<file path="config.mk">
export PLATFORM = sky130hd
export DESIGN_NAME = pulse_event_queue
export DESIGN_NICKNAME = d
export VERILOG_FILES = /design/src/rtl/pulse_event_queue.sv
export SDC_FILE = /design/constraint.sdc
export NUM_CORES = 1
export LEC_CHECK = 0
export ABC_AREA = 0
export BUFFER_PORTS_ARGS = -buffer_cell sky130_fd_sc_hd__buf_2
export CAP_MARGIN = 20
export CORE_MARGIN = 2
export CORE_UTILIZATION = 53
export CTS_CLUSTER_DIAMETER = 100
export DETAILED_ROUTE_END_ITERATION = 8
export MAX_ROUTING_LAYER = met4
export PLACE_DENSITY = 0.79
export SLEW_MARGIN = 30
export SYNTH_ARGS = -nofsm -noshare
export SYNTH_HDL_FRONTEND = slang
export SYNTH_SLANG_ARGS = --single-unit
</file>
<file path="constraint.sdc">
create_clock -name clk -period 3.3 [get_ports clk]
set_input_delay 0.165 -clock clk [delete_from_list [all_inputs] [get_ports clk]]
set_output_delay 0.165 -clock clk [all_outputs]
set_load 0.03 [all_outputs]
</file>
<file path="src/rtl/pulse_event_queue.sv">
// Event accumulator ahead of a two-clock pulse synchronizer: one pulse per pending event.
// Optional saturating discard counter enabled by PULSE_EVENT_QUEUE_DROP_CNT_EN.
module pulse_event_queue #(
  parameter int CNT_WIDTH   = 8,
  parameter int EVT_WIDTH   = 2,
  parameter int ACK_TIMEOUT = 4
) (
  input  logic                 clk,
  input  logic                 rst_n,
  input  logic                 evt_valid,
  input  logic [EVT_WIDTH-1:0] evt_num,
  input  logic                 sync_busy,
  output logic                 sync_pulse,
  output logic [CNT_WIDTH-1:0] pending,
  output logic                 pending_full,
  output logic                 overflow,
  output logic                 ack_err,
  input  logic                 clr_err,
  output logic [15:0]          drop_cnt
);

  localparam int SUM_W = CNT_WIDTH + EVT_WIDTH + 1;
  localparam logic signed [SUM_W-1:0] MAX_S =
    $signed({{(EVT_WIDTH+1){1'b0}}, {CNT_WIDTH{1'b1}}});

  typedef enum logic [1:0] {IDLE, ISSUE, WAIT_ACK, WAIT_IDLE} state_t;

  state_t                  state;
  logic [7:0]              tmo;
  logic                    ack;
  logic                    timeout_hit;
  logic [EVT_WIDTH-1:0]    add;
  logic signed [SUM_W-1:0] sum;
  logic                    sat_hit;
  logic [CNT_WIDTH-1:0]    next_pending;

  function automatic logic [CNT_WIDTH-1:0] sat_cnt(input logic signed [SUM_W-1:0] s);
    if (s > MAX_S) return {CNT_WIDTH{1'b1}};
    return s[CNT_WIDTH-1:0];
  endfunction

  always_comb begin
    ack          = (state == WAIT_ACK) && sync_busy;
    timeout_hit  = (state == WAIT_ACK) && !sync_busy && (tmo == 8'd1);
    add          = evt_valid ? evt_num : '0;
    // Wide signed sum so add, ack and the saturation check never wrap.
    sum          = $signed({{(EVT_WIDTH+1){1'b0}}, pending})
                 + $signed({{(CNT_WIDTH+1){1'b0}}, add})
                 - $signed({{(SUM_W-1){1'b0}}, ack});
    sat_hit      = (sum > MAX_S);
    next_pending = sat_cnt(sum);
  end

  always_ff @(posedge clk or negedge rst_n) begin
    if (!rst_n) begin
      state      <= IDLE;
      sync_pulse <= 1'b0;
      tmo        <= '0;
      ack_err    <= 1'b0;
    end else begin
      ack_err <= timeout_hit | (ack_err & ~clr_err);
      case (state)
        IDLE: begin
          sync_pulse <= 1'b0;
          if (pending != '0 && !sync_busy) begin
            state      <= ISSUE;
            sync_pulse <= 1'b1;
          end
        end
        ISSUE: begin
          sync_pulse <= 1'b0;
          tmo        <= 8'(ACK_TIMEOUT);
          state      <= WAIT_ACK;
        end
        WAIT_ACK: begin
          sync_pulse <= 1'b0;
          if (sync_busy) begin
            state <= WAIT_IDLE;
          end else begin
            // Timeout leaves pending untouched so IDLE reissues the same event.
            tmo <= tmo - 8'd1;
            if (tmo == 8'd1) state <= IDLE;
          end
        end
        WAIT_IDLE: begin
          sync_pulse <= 1'b0;
          if (!sync_busy) state <= IDLE;
        end
        default: begin
          sync_pulse <= 1'b0;
          state      <= IDLE;
        end
      endcase
    end
  end

  always_ff @(posedge clk or negedge rst_n) begin
    if (!rst_n) begin
      pending      <= '0;
      pending_full <= 1'b0;
      overflow     <= 1'b0;
    end else begin
      pending      <= next_pending;
      pending_full <= (next_pending == {CNT_WIDTH{1'b1}});
      overflow     <= sat_hit | (overflow & ~clr_err);
    end
  end

`ifdef PULSE_EVENT_QUEUE_DROP_CNT_EN
  logic signed [SUM_W-1:0] excess;
  logic [15:0]             excess16;

  function automatic logic [15:0] sat_add16(input logic [15:0] a, input logic [15:0] b);
    logic [16:0] t;
    t = {1'b0, a} + {1'b0, b};
    return t[16] ? 16'hFFFF : t[15:0];
  endfunction

  always_comb begin
    excess   = sum - MAX_S;
    excess16 = sat_hit ? 16'(unsigned'(excess)) : 16'd0;
  end

  always_ff @(posedge clk or negedge rst_n) begin
    if (!rst_n)       drop_cnt <= '0;
    else if (clr_err) drop_cnt <= excess16;
    else if (sat_hit) drop_cnt <= sat_add16(drop_cnt, excess16);
  end
`else
  assign drop_cnt = '0;
`endif

endmodule

</file>
==> impl_metrics.ini <==
[logic_synthesis]
avgSynthCellArea_um2 = 9.16
synth_largest_area_cell = dfrtp_1
synth-edff-count = 0
yosysWarnings = 0
synth_cell_types = 35
yosysSeqAreaShare_pct = 36.7
synth_cells = 164
ys_seq_elements = 22
yosysTopAreaCellShare_pct = 36.7
synth_top_flop_cell = dfrtp_1
synth_top_cells_by_area = dfrtp_1, ha_1, buf_4
syn_area_mm2 = 0.00150
synth_async_sr_flop_share_pct = 100

[run_status]
status = finished clean

[timing]
worstMarginPinSlew_ps = 587
finClkSkew_ps = 5.08
maxSlewViolCount = 0
rsz0062_at_grt = no
fmax_mhz = 348
setup_viol = 0
fin_setup_tns_ps = 0
max-slew-margin-rel_pct = 60.5
finalHoldViolations = 0
setup_ws_ps = 425
final_period_minus_worst_setup_slack_ps = 2880
finalCritPeriodShare_pct = 87.1

[worst_setup_path]
cp-end-kind = register
critPathKind = reg2reg
cpMaxStageDelayCell = dfrtp_1
cp_data_required_time_ps = 3540
startpoint_type = register
critical-path-max-stage-delay_ps = 470
crit_chain = nor3b_1, ha_1, inv_1, ha_1, inv_1, fa_1, nor2b_1, o2111ai_1, a31oi_1, or3_2, nand4_2, nand2b_1
crit_buf_inv = 2
cp.arrival_ps = 3120
critPathMaxFanout = 10
cp_top_family = simple AND/OR/NAND/NOR gates

[power]
seq_power_share_pct = 27.4
p_per_area_mw_per_mm2 = 1120
p_leak_nw = 0.815
vdd_drop_max_uv = 817
switchingPower_uw = 907
p_int_uw = 895
power_frac_comb_pct = 64.2
p_total_mw = 1.80
swShare_pct = 50.3
p_clk_share_pct = 8.5

[placed_design]
io_buffers = 18
dp_cells = 212
hpwl_mm = 2.04
pre_cts_ws_ps = 477
place.gp.congestion = 0.846

[clock_tree]
cts_buffers = 3
clock_sinks = 22
root_buffer = clkbuf_4
clock_path_buffers = 2
cts_tree = built
htree_levels = 1
clk_pin_slew_ps = 130
clk-insertion-delay-late_ps = 310
cts.repair.resized = 0
postCtsSetupBuffers = 0

[die]
chipHeight_um = 57.2
fp.dieW_um = 57.2
num_io_pins = 35
row_count = 19
start_util_pct = 54.9
dieArea_mm2 = 0.00327
core_area_mm2 = 0.00273

[global_route]
antenna_found_initial = 0
grt.total_usage_pct = 17.9
grt_first_pass_wirelength_mm = 4.45
grt_pass1_vias = 1080
grt_overflow_total = 0
grt_max_degree = 23

[detailed_routing]
postRouteAntennaNets = 0
wl_per_cell_um = 12.1
vias = 1156
drtPass1Iterations = 4
drc_errors = 0
drt_wl_total_mm = 2.63
routed_via_density = 5.33
drt_iter0_drc = 32

[hold_path]
hold_class = in2reg

[finish]
layout-drive-gt1-share_pct = 15.1
num-nets-final = 211
antenna_cells = 0
area_growth_pct = 7.42
instances_no_fill = 217
fin_util_pct = 59.0

[run]
drv_cap = 0
-- cell usage after synthesis (3+ instances only) --
master,instances
a21oi_1,5
buf_4,16
dfrtp_1,22
ha_1,16
inv_1,20
nand2_1,16
nand2b_1,3
nand3_1,5
nor2_1,9
nor2b_1,6
nor3b_1,3
nor4_1,3
o211ai_1,3
o21ai_0,10
xnor2_1,3
xor2_1,4
-- logic make-up (layout without fill, tap and decap cells) --
logic type      after synthesis  count (layout)  share of synthesized area (%)
buf+inv                      36              43                           13.0
simple gates                 53              53                           19.2
mux                           1               1                          0.667
fa+ha+maj                    17              17                           14.7
xor+xnor                      7               7                           4.08
flops                        22              22                           36.7
other cells                   1              16                          0.250
compound gates               27              27                           11.5
-- per-layer routing --
metal  vias up  share of wire, %  track usage [%]
met3         4               5.2             2.04
met1       537                47             22.0
met5         -                 0                -
li1        568                 -                -
met4         0               1.2             6.98
met2        47                47             30.0
-- final cells by class --
class                   instances  area (um2)
inverters                      20        75.1
fillers                       243        1120
multi-input cells             121         812
flip-flops and latches         22         551
well taps                      31        38.8
repair buffers                 19         100
clock buffers                   4        36.3
-- per-stage QoR --
stage / hold slack, ps / instance area [um2]
after global routing: 36.7 / 1610
final: 30.7 / 1610
after floorplan: -131 / 1560
after CTS: 29.6 / 1610
after detailed placement: 159 / 1570
after global placement: 150 / 1570
-- power groups by stage --
stage	Sequential (mW)	Combinational, mW	Clock (mW)
global placement	0.488	1.11	0
detailed placement	0.499	1.14	0
finish	0.493	1.16	0.153
global route	0.514	1.28	0.166
floorplan	0.593	0.807	0
CTS	0.492	1.15	0.155
-- flip-flops by register name, indices dropped and copies added, names as in the netlist --
signal / cells
tmo: 8
state: 2
ack_err: 1
sync_pulse: 1
pending_full: 1
pending: 8
overflow: 1
-- worst paths after layout --
check | slack [ps] | depth (start not counted) | to | startpoint
max | 420 | 12 | pending[0] | state[1]
min | 30 | 2 | overflow | clr_err
max reg2reg | 420 | 12 | pending[0] | state[1]
min reg2reg | 530 | 2 | ack_err | ack_err
max in group asynchronous | 2630 | 2 | tmo[5] | rst_n
min in group asynchronous | 330 | 2 | pending[7] | rst_n
-- cells in the final DEF, fill, tap and decap left out, types with 2 or more instances in the layout --
master    netlist  routed
a21oi_1         5       5
a31oi_1         2       2
buf_2           0      18
clkbuf_4        0       3
conb_1          1      16
dfrtp_1        22      22
ha_1           16      16
inv_1          20      20
nand2_1        16      16
nand2b_1        3       3
nand3_1         5       5
nor2_1          9       9
nor2b_1         6       6
nor3b_1         3       3
nor4_1          3       3
o211ai_1        3       3
o21ai_0        10      10
xnor2_1         3       3
xor2_1          4       4
-- what timing repair did --
item                                    in CTS  in global routing
endpoints found under the hold margin       22                  0
hold buffers                                 1                  0
endpoints found under the setup margin       0                  0
Note: power is estimated with default switching activity, not from simulation.
